`src/rtl/bsg_manycore_link_pipe.sv`:
```
// bsg_manycore_link_pipe: registered 2-entry elastic stage for a mesh link.
// Forward (A->B) and reverse (B->A) directions run independently.
module bsg_manycore_link_pipe_stage #(
  parameter int width_p     = 32,
  parameter int cnt_width_p = 16
) (
  input  logic                   clk_i,
  input  logic                   reset_i,
  input  logic                   v_i,
  input  logic [width_p-1:0]     data_i,
  output logic                   ready_o,
  output logic                   v_o,
  output logic [width_p-1:0]     data_o,
  input  logic                   ready_i,
  input  logic                   stall_clear_i,
  output logic [cnt_width_p-1:0] stall_cnt_o
);

  logic [width_p-1:0]     mem_q [2];
  logic                   head_q;
  logic                   tail_q;
  logic                   init_q;
  logic [1:0]             occ_q;
  logic [cnt_width_p-1:0] cnt_q;
  logic                   enq;
  logic                   deq;

  assign ready_o     = init_q & (occ_q != 2'd2);
  assign v_o         = (occ_q != 2'd0);
  assign data_o      = mem_q[head_q];
  assign stall_cnt_o = cnt_q;
  assign enq         = v_i & ready_o;
  assign deq         = v_o & ready_i;

  always_ff @(posedge clk_i or negedge reset_i) begin
    if (!reset_i) begin
      mem_q[0] <= '0;
      mem_q[1] <= '0;
      head_q   <= 1'b0;
      tail_q   <= 1'b0;
      init_q   <= 1'b0;
      occ_q    <= 2'd0;
      cnt_q    <= '0;
    end else begin
      // ready stays low for the release cycle
      init_q <= 1'b1;
      if (enq) begin
        mem_q[tail_q] <= data_i;
        tail_q        <= ~tail_q;
      end
      if (deq) begin
        head_q <= ~head_q;
      end
      unique case (1'b1)
        enq & ~deq: occ_q <= occ_q + 2'd1;
        deq & ~enq: occ_q <= occ_q - 2'd1;
        default:    occ_q <= occ_q;
      endcase
      if (stall_clear_i) begin
        cnt_q <= '0;
      end else if (v_o & ~ready_i & (cnt_q != '1)) begin
        cnt_q <= cnt_q + cnt_width_p'(1);
      end
    end
  end

endmodule

module bsg_manycore_link_pipe #(
  parameter int fwd_width_p       = 32,
  parameter int rev_width_p       = 32,
  parameter int stall_cnt_width_p = 16
) (
  input  logic                         clk_i,
  input  logic                         reset_i,
  input  logic                         a_fwd_v_i,
  input  logic [fwd_width_p-1:0]       a_fwd_data_i,
  output logic                         a_fwd_ready_o,
  output logic                         b_fwd_v_o,
  output logic [fwd_width_p-1:0]       b_fwd_data_o,
  input  logic                         b_fwd_ready_i,
  input  logic                         b_rev_v_i,
  input  logic [rev_width_p-1:0]       b_rev_data_i,
  output logic                         b_rev_ready_o,
  output logic                         a_rev_v_o,
  output logic [rev_width_p-1:0]       a_rev_data_o,
  input  logic                         a_rev_ready_i,
  input  logic                         stall_clear_i,
  output logic [stall_cnt_width_p-1:0] fwd_stall_cnt_o,
  output logic [stall_cnt_width_p-1:0] rev_stall_cnt_o
);

  bsg_manycore_link_pipe_stage #(
    .width_p     (fwd_width_p),
    .cnt_width_p (stall_cnt_width_p)
  ) fwd_stage (
    .clk_i         (clk_i),
    .reset_i       (reset_i),
    .v_i           (a_fwd_v_i),
    .data_i        (a_fwd_data_i),
    .ready_o       (a_fwd_ready_o),
    .v_o           (b_fwd_v_o),
    .data_o        (b_fwd_data_o),
    .ready_i       (b_fwd_ready_i),
    .stall_clear_i (stall_clear_i),
    .stall_cnt_o   (fwd_stall_cnt_o)
  );

  bsg_manycore_link_pipe_stage #(
    .width_p     (rev_width_p),
    .cnt_width_p (stall_cnt_width_p)
  ) rev_stage (
    .clk_i         (clk_i),
    .reset_i       (reset_i),
    .v_i           (b_rev_v_i),
    .data_i        (b_rev_data_i),
    .ready_o       (b_rev_ready_o),
    .v_o           (a_rev_v_o),
    .data_o        (a_rev_data_o),
    .ready_i       (a_rev_ready_i),
    .stall_clear_i (stall_clear_i),
    .stall_cnt_o   (rev_stall_cnt_o)
  );

endmodule

```
`config.mk`:
```
export PLATFORM = sky130hd
export DESIGN_NAME = bsg_manycore_link_pipe
export DESIGN_NICKNAME = d
export VERILOG_FILES = /design/src/rtl/bsg_manycore_link_pipe.sv
export SDC_FILE = /design/constraint.sdc
export NUM_CORES = 1
export LEC_CHECK = 0
export CORE_AREA = 2 2 136 138
export CTS_BUF_LIST = sky130_fd_sc_hd__clkbuf_2 sky130_fd_sc_hd__clkbuf_4 sky130_fd_sc_hd__clkbuf_8
export DETAILED_ROUTE_END_ITERATION = 7
export DIE_AREA = 0 0 138 140
export PLACE_DENSITY = 0.81
export SETUP_SLACK_MARGIN = 0.4
export SYNTH_ARGS = -nofsm -noshare
export SYNTH_HDL_FRONTEND = slang
export SYNTH_HIERARCHICAL = 1
export SYNTH_SLANG_ARGS = --single-unit
```
`constraint.sdc`:
```
create_clock -name clk_i -period 2.4 [get_ports clk_i]
set_input_delay 0.36 -clock clk_i [delete_from_list [all_inputs] [get_ports clk_i]]
set_output_delay 0.36 -clock clk_i [all_outputs]
set_load 0.03 [all_outputs]
```
==> impl_metrics.json <==
{
  "slew-limit-headroom": 0.498,
  "dpl.hpwl_mm": 11.6,
  "fin_area_sq_um": 10600,
  "cpPeakStageDelay_ns": 0.44,
  "synth-main-ff-cell": "dfrtp_1",
  "cap_viol_max_count": 0,
  "grt_use_total": 0.184,
  "synth_edf_count": 0,
  "endpoint_kind": "output pin",
  "portBuffers": 170,
  "num-nets-final": 857,
  "startpoint_type": "flip-flop",
  "floorplan.die_area_sq_um": 19300,
  "synth_cell_types": 48,
  "fin_crit_sh": 0.865,
  "fillers": 1420,
  "cp_top_family": "buffers and inverters",
  "synth-seq-cells": 170,
  "routed_wl_mm": 17.9,
  "drtIter0Drc": 223,
  "grt_pass1_wl_mm": 29.0,
  "seq_area_frac_synth": 0.543,
  "cts_inserted_buffers": 17,
  "hold_viol": 0,
  "clkSlewWorstSetupHoldPaths_ns": 0.11,
  "cp.depth": 5,
  "rr_startpoint": "rev_stage/stall_cnt_o[0]$_DFFE_PN0P_",
  "syn_area_per_cell_sq_um": 13.2,
  "required_ns": 2.04,
  "power_mw": 14.2,
  "grt_max_degree": 64,
  "grt_pass1_vias": 5660,
  "yosysWarnings": 6,
  "root_buffer": "clkbuf_8",
  "cts_buffer_depth": 2,
  "core_sq_um": 17800,
  "p_per_area_nw_per_um2": 1340,
  "syn_inst": 592,
  "h-tree-depth": 4,
  "synthArstFlopShare": 1.00,
  "initial_core_util": 0.441,
  "setup_ws_ns": 0.323,
  "antenna_found_initial": 0,
  "slowest_stage": "dfrtp_2",
  "clock_sinks": 170,
  "hold_path_class": "in2async",
  "antenna-diode-count": 0,
  "hold_ws_ns": 0.458,
  "final_util": 0.598,
  "placed_cells": 973,
  "place_ws_ns": 0.152,
  "dieWidth_microns": 138,
  "rows": 49,
  "fin_cells": 1024,
  "skew_ns": 0.0174,
  "cp.buffers_inverters": 4,
  "crit_arrival_ns": 1.72,
  "vdd_ir_drop_max_v": 0.000887,
  "status": "finished, final reports clean",
  "power.leakage_nw": 4.75,
  "clk_latency_ns": 0.47,
  "post_route_cells_drive_above_1_share": 0.447,
  "syn_nets": 667,
  "wl_per_cell_microns": 17.5,
  "die_y_microns": 140,
  "drt_pass1_iterations": 4,
  "tightest_slew_ns": 0.751,
  "ioPinCount": 171,
  "setup_violations": 0,
  "critPathKind": "reg2out",
  "period_minus_slack_ns": 2.08,
  "gp_congestion": 0.830,
  "num_vias": 5486,
  "worstPathCellList": "buf_6 -> buf_12 -> buf_16 -> mux2_2 -> buf_6",
  "drc": 0,
  "finalMaxSlewViolations": 0,
  "rrSetupSlack_ns": 0.48,
  "netlist_area_sq_um": 7840,
  "ff2ff_path_depth": 5,
  "fmax_mhz": 482,
  "area_delta_synth_final_pct": 35.7,
  "reg2reg_to": "rev_stage/stall_cnt_o[8]$_DFFE_PN0P_",
  "cts_tree": "done",
  "rsz0062_at_grt": "true",
  "fin_tns_setup_ns": 0,
  "cpMostUsedCell": "buf_6",
  "startpoint": "fwd_stage/head_q$_DFFE_PN0P_",
  "ant_nets": 0,
  "critPathCapture": "b_fwd_data_o[11]",
  "via_per_inst": 5.36,
  "placed_area_sq_um": 9870,
  "grt_overflow_total": 0,
  "crit_fanout": 8
}
[layout by cell type, fill, tap and decap left out, types with 10 or more instances in the layout]
master | synthesis | layout
mux2_2 | 197 | 185
dfrtp_1 | 170 | 162
clkdlybuf4s50_1 | 0 | 76
buf_6 | 1 | 49
nand2_1 | 21 | 21
a21oi_1 | 21 | 20
dlygate4sd2_1 | 0 | 19
clkbuf_8 | 0 | 18
buf_2 | 20 | 17
nand3_1 | 14 | 14
buf_4 | 0 | 13
mux2_4 | 0 | 12
o31ai_1 | 12 | 12
buf_12 | 0 | 12
inv_1 | 11 | 11
or4_1 | 10 | 10
nor2_1 | 10 | 10
[metal layers]
| layer | wire, microns | track usage |
|---|---|---|
| met3 | 1150 | 0.0598 |
| met2 | 8960 | 0.306 |
| met4 | 233 | 0.0591 |
| met1 | 7570 | 0.230 |
| met5 | 0 | 0 |
[cell type report]
| cell class | count | area (sq um) | area share |
|---|---|---|---|
| inverters | 11 | 41.3 | 0.00388 |
| well taps | 229 | 287 | 0.0269 |
| multi-input cells | 378 | 3460 | 0.325 |
| clock buffers | 18 | 248 | 0.0233 |
| flip-flops and latches | 170 | 4260 | 0.401 |
| clock inverters | 14 | 143 | 0.0134 |
| repair buffers | 204 | 2200 | 0.207 |
[Yosys cell counts, drive strengths merged, types with 4 or more instances]
| library cell | instances | area [sq um] |
|---|---|---|
| nor2b | 5 | 31.3 |
| buf | 21 | 111 |
| mux2 | 197 | 2220 |
| clkbuf | 12 | 47.6 |
| nand4 | 7 | 58.8 |
| inv | 11 | 41.3 |
| a21oi | 21 | 105 |
| nor4 | 6 | 43.8 |
| o31ai | 12 | 90.1 |
| dfrtp | 170 | 4250 |
| ha | 4 | 50.1 |
| o21ai | 7 | 35.0 |
| nand2 | 21 | 78.8 |
| and4 | 7 | 63.8 |
| or4 | 13 | 104 |
| or3 | 5 | 31.3 |
| nor2 | 10 | 37.5 |
| nor3 | 4 | 20.0 |
| nand3 | 14 | 70.1 |
| xnor2 | 6 | 52.6 |
| and2 | 4 | 25.0 |
[sequential cells by signal, indices dropped and copies added (netlist names)]
| name | cells |
|---|---|
| fwd_stage/head_q | 1 |
| fwd_stage/init_q | 1 |
| fwd_stage/mem_q | 64 |
| fwd_stage/occ_q | 2 |
| fwd_stage/stall_cnt_o | 16 |
| fwd_stage/tail_q | 1 |
| rev_stage/head_q | 1 |
| rev_stage/init_q | 1 |
| rev_stage/mem_q | 64 |
| rev_stage/occ_q | 2 |
| rev_stage/stall_cnt_o | 16 |
| rev_stage/tail_q | 1 |
[repair_timing]
item / CTS / global route
setup endpoints to repair: 120 / 65
buffers inserted: 9 / 3
endpoints found under the hold margin: 60 / 0
hold buffers: 1 / 0
pin swaps: 0 / 0
gates resized for setup: 360 / 151
cloned: 4 / 2
[worst min-delay path by stage]
stage / from / to
CTS: reset_i / fwd_stage/mem_q[16]$_DFFE_PN0P_
finish: reset_i / fwd_stage/mem_q[16]$_DFFE_PN0P_
floorplan: reset_i / fwd_stage/head_q$_DFFE_PN0P_
global placement: reset_i / fwd_stage/mem_q[16]$_DFFE_PN0P_
global route: reset_i / fwd_stage/mem_q[53]$_DFFE_PN0P_
detailed placement: reset_i / fwd_stage/mem_q[16]$_DFFE_PN0P_
[where the power goes]
group,switching [mW],total [mW],internal (mW)
clock network,1.19,2.00,0.809
registers,0.615,4.67,4.05
logic,3.63,7.55,3.92
[logic make-up after synthesis]
group	after synthesis	synth area share
AOI/OAI and AO/OA	60	0.0503
xor gates and xnor gates	8	0.00894
adders and majority gates	4	0.00638
buffers and inverters	44	0.0255
DFF	170	0.543
muxes	197	0.283
other	2	0.000958
and+or+nand+nor	107	0.0825
Power figures use the tool's default switching activity.
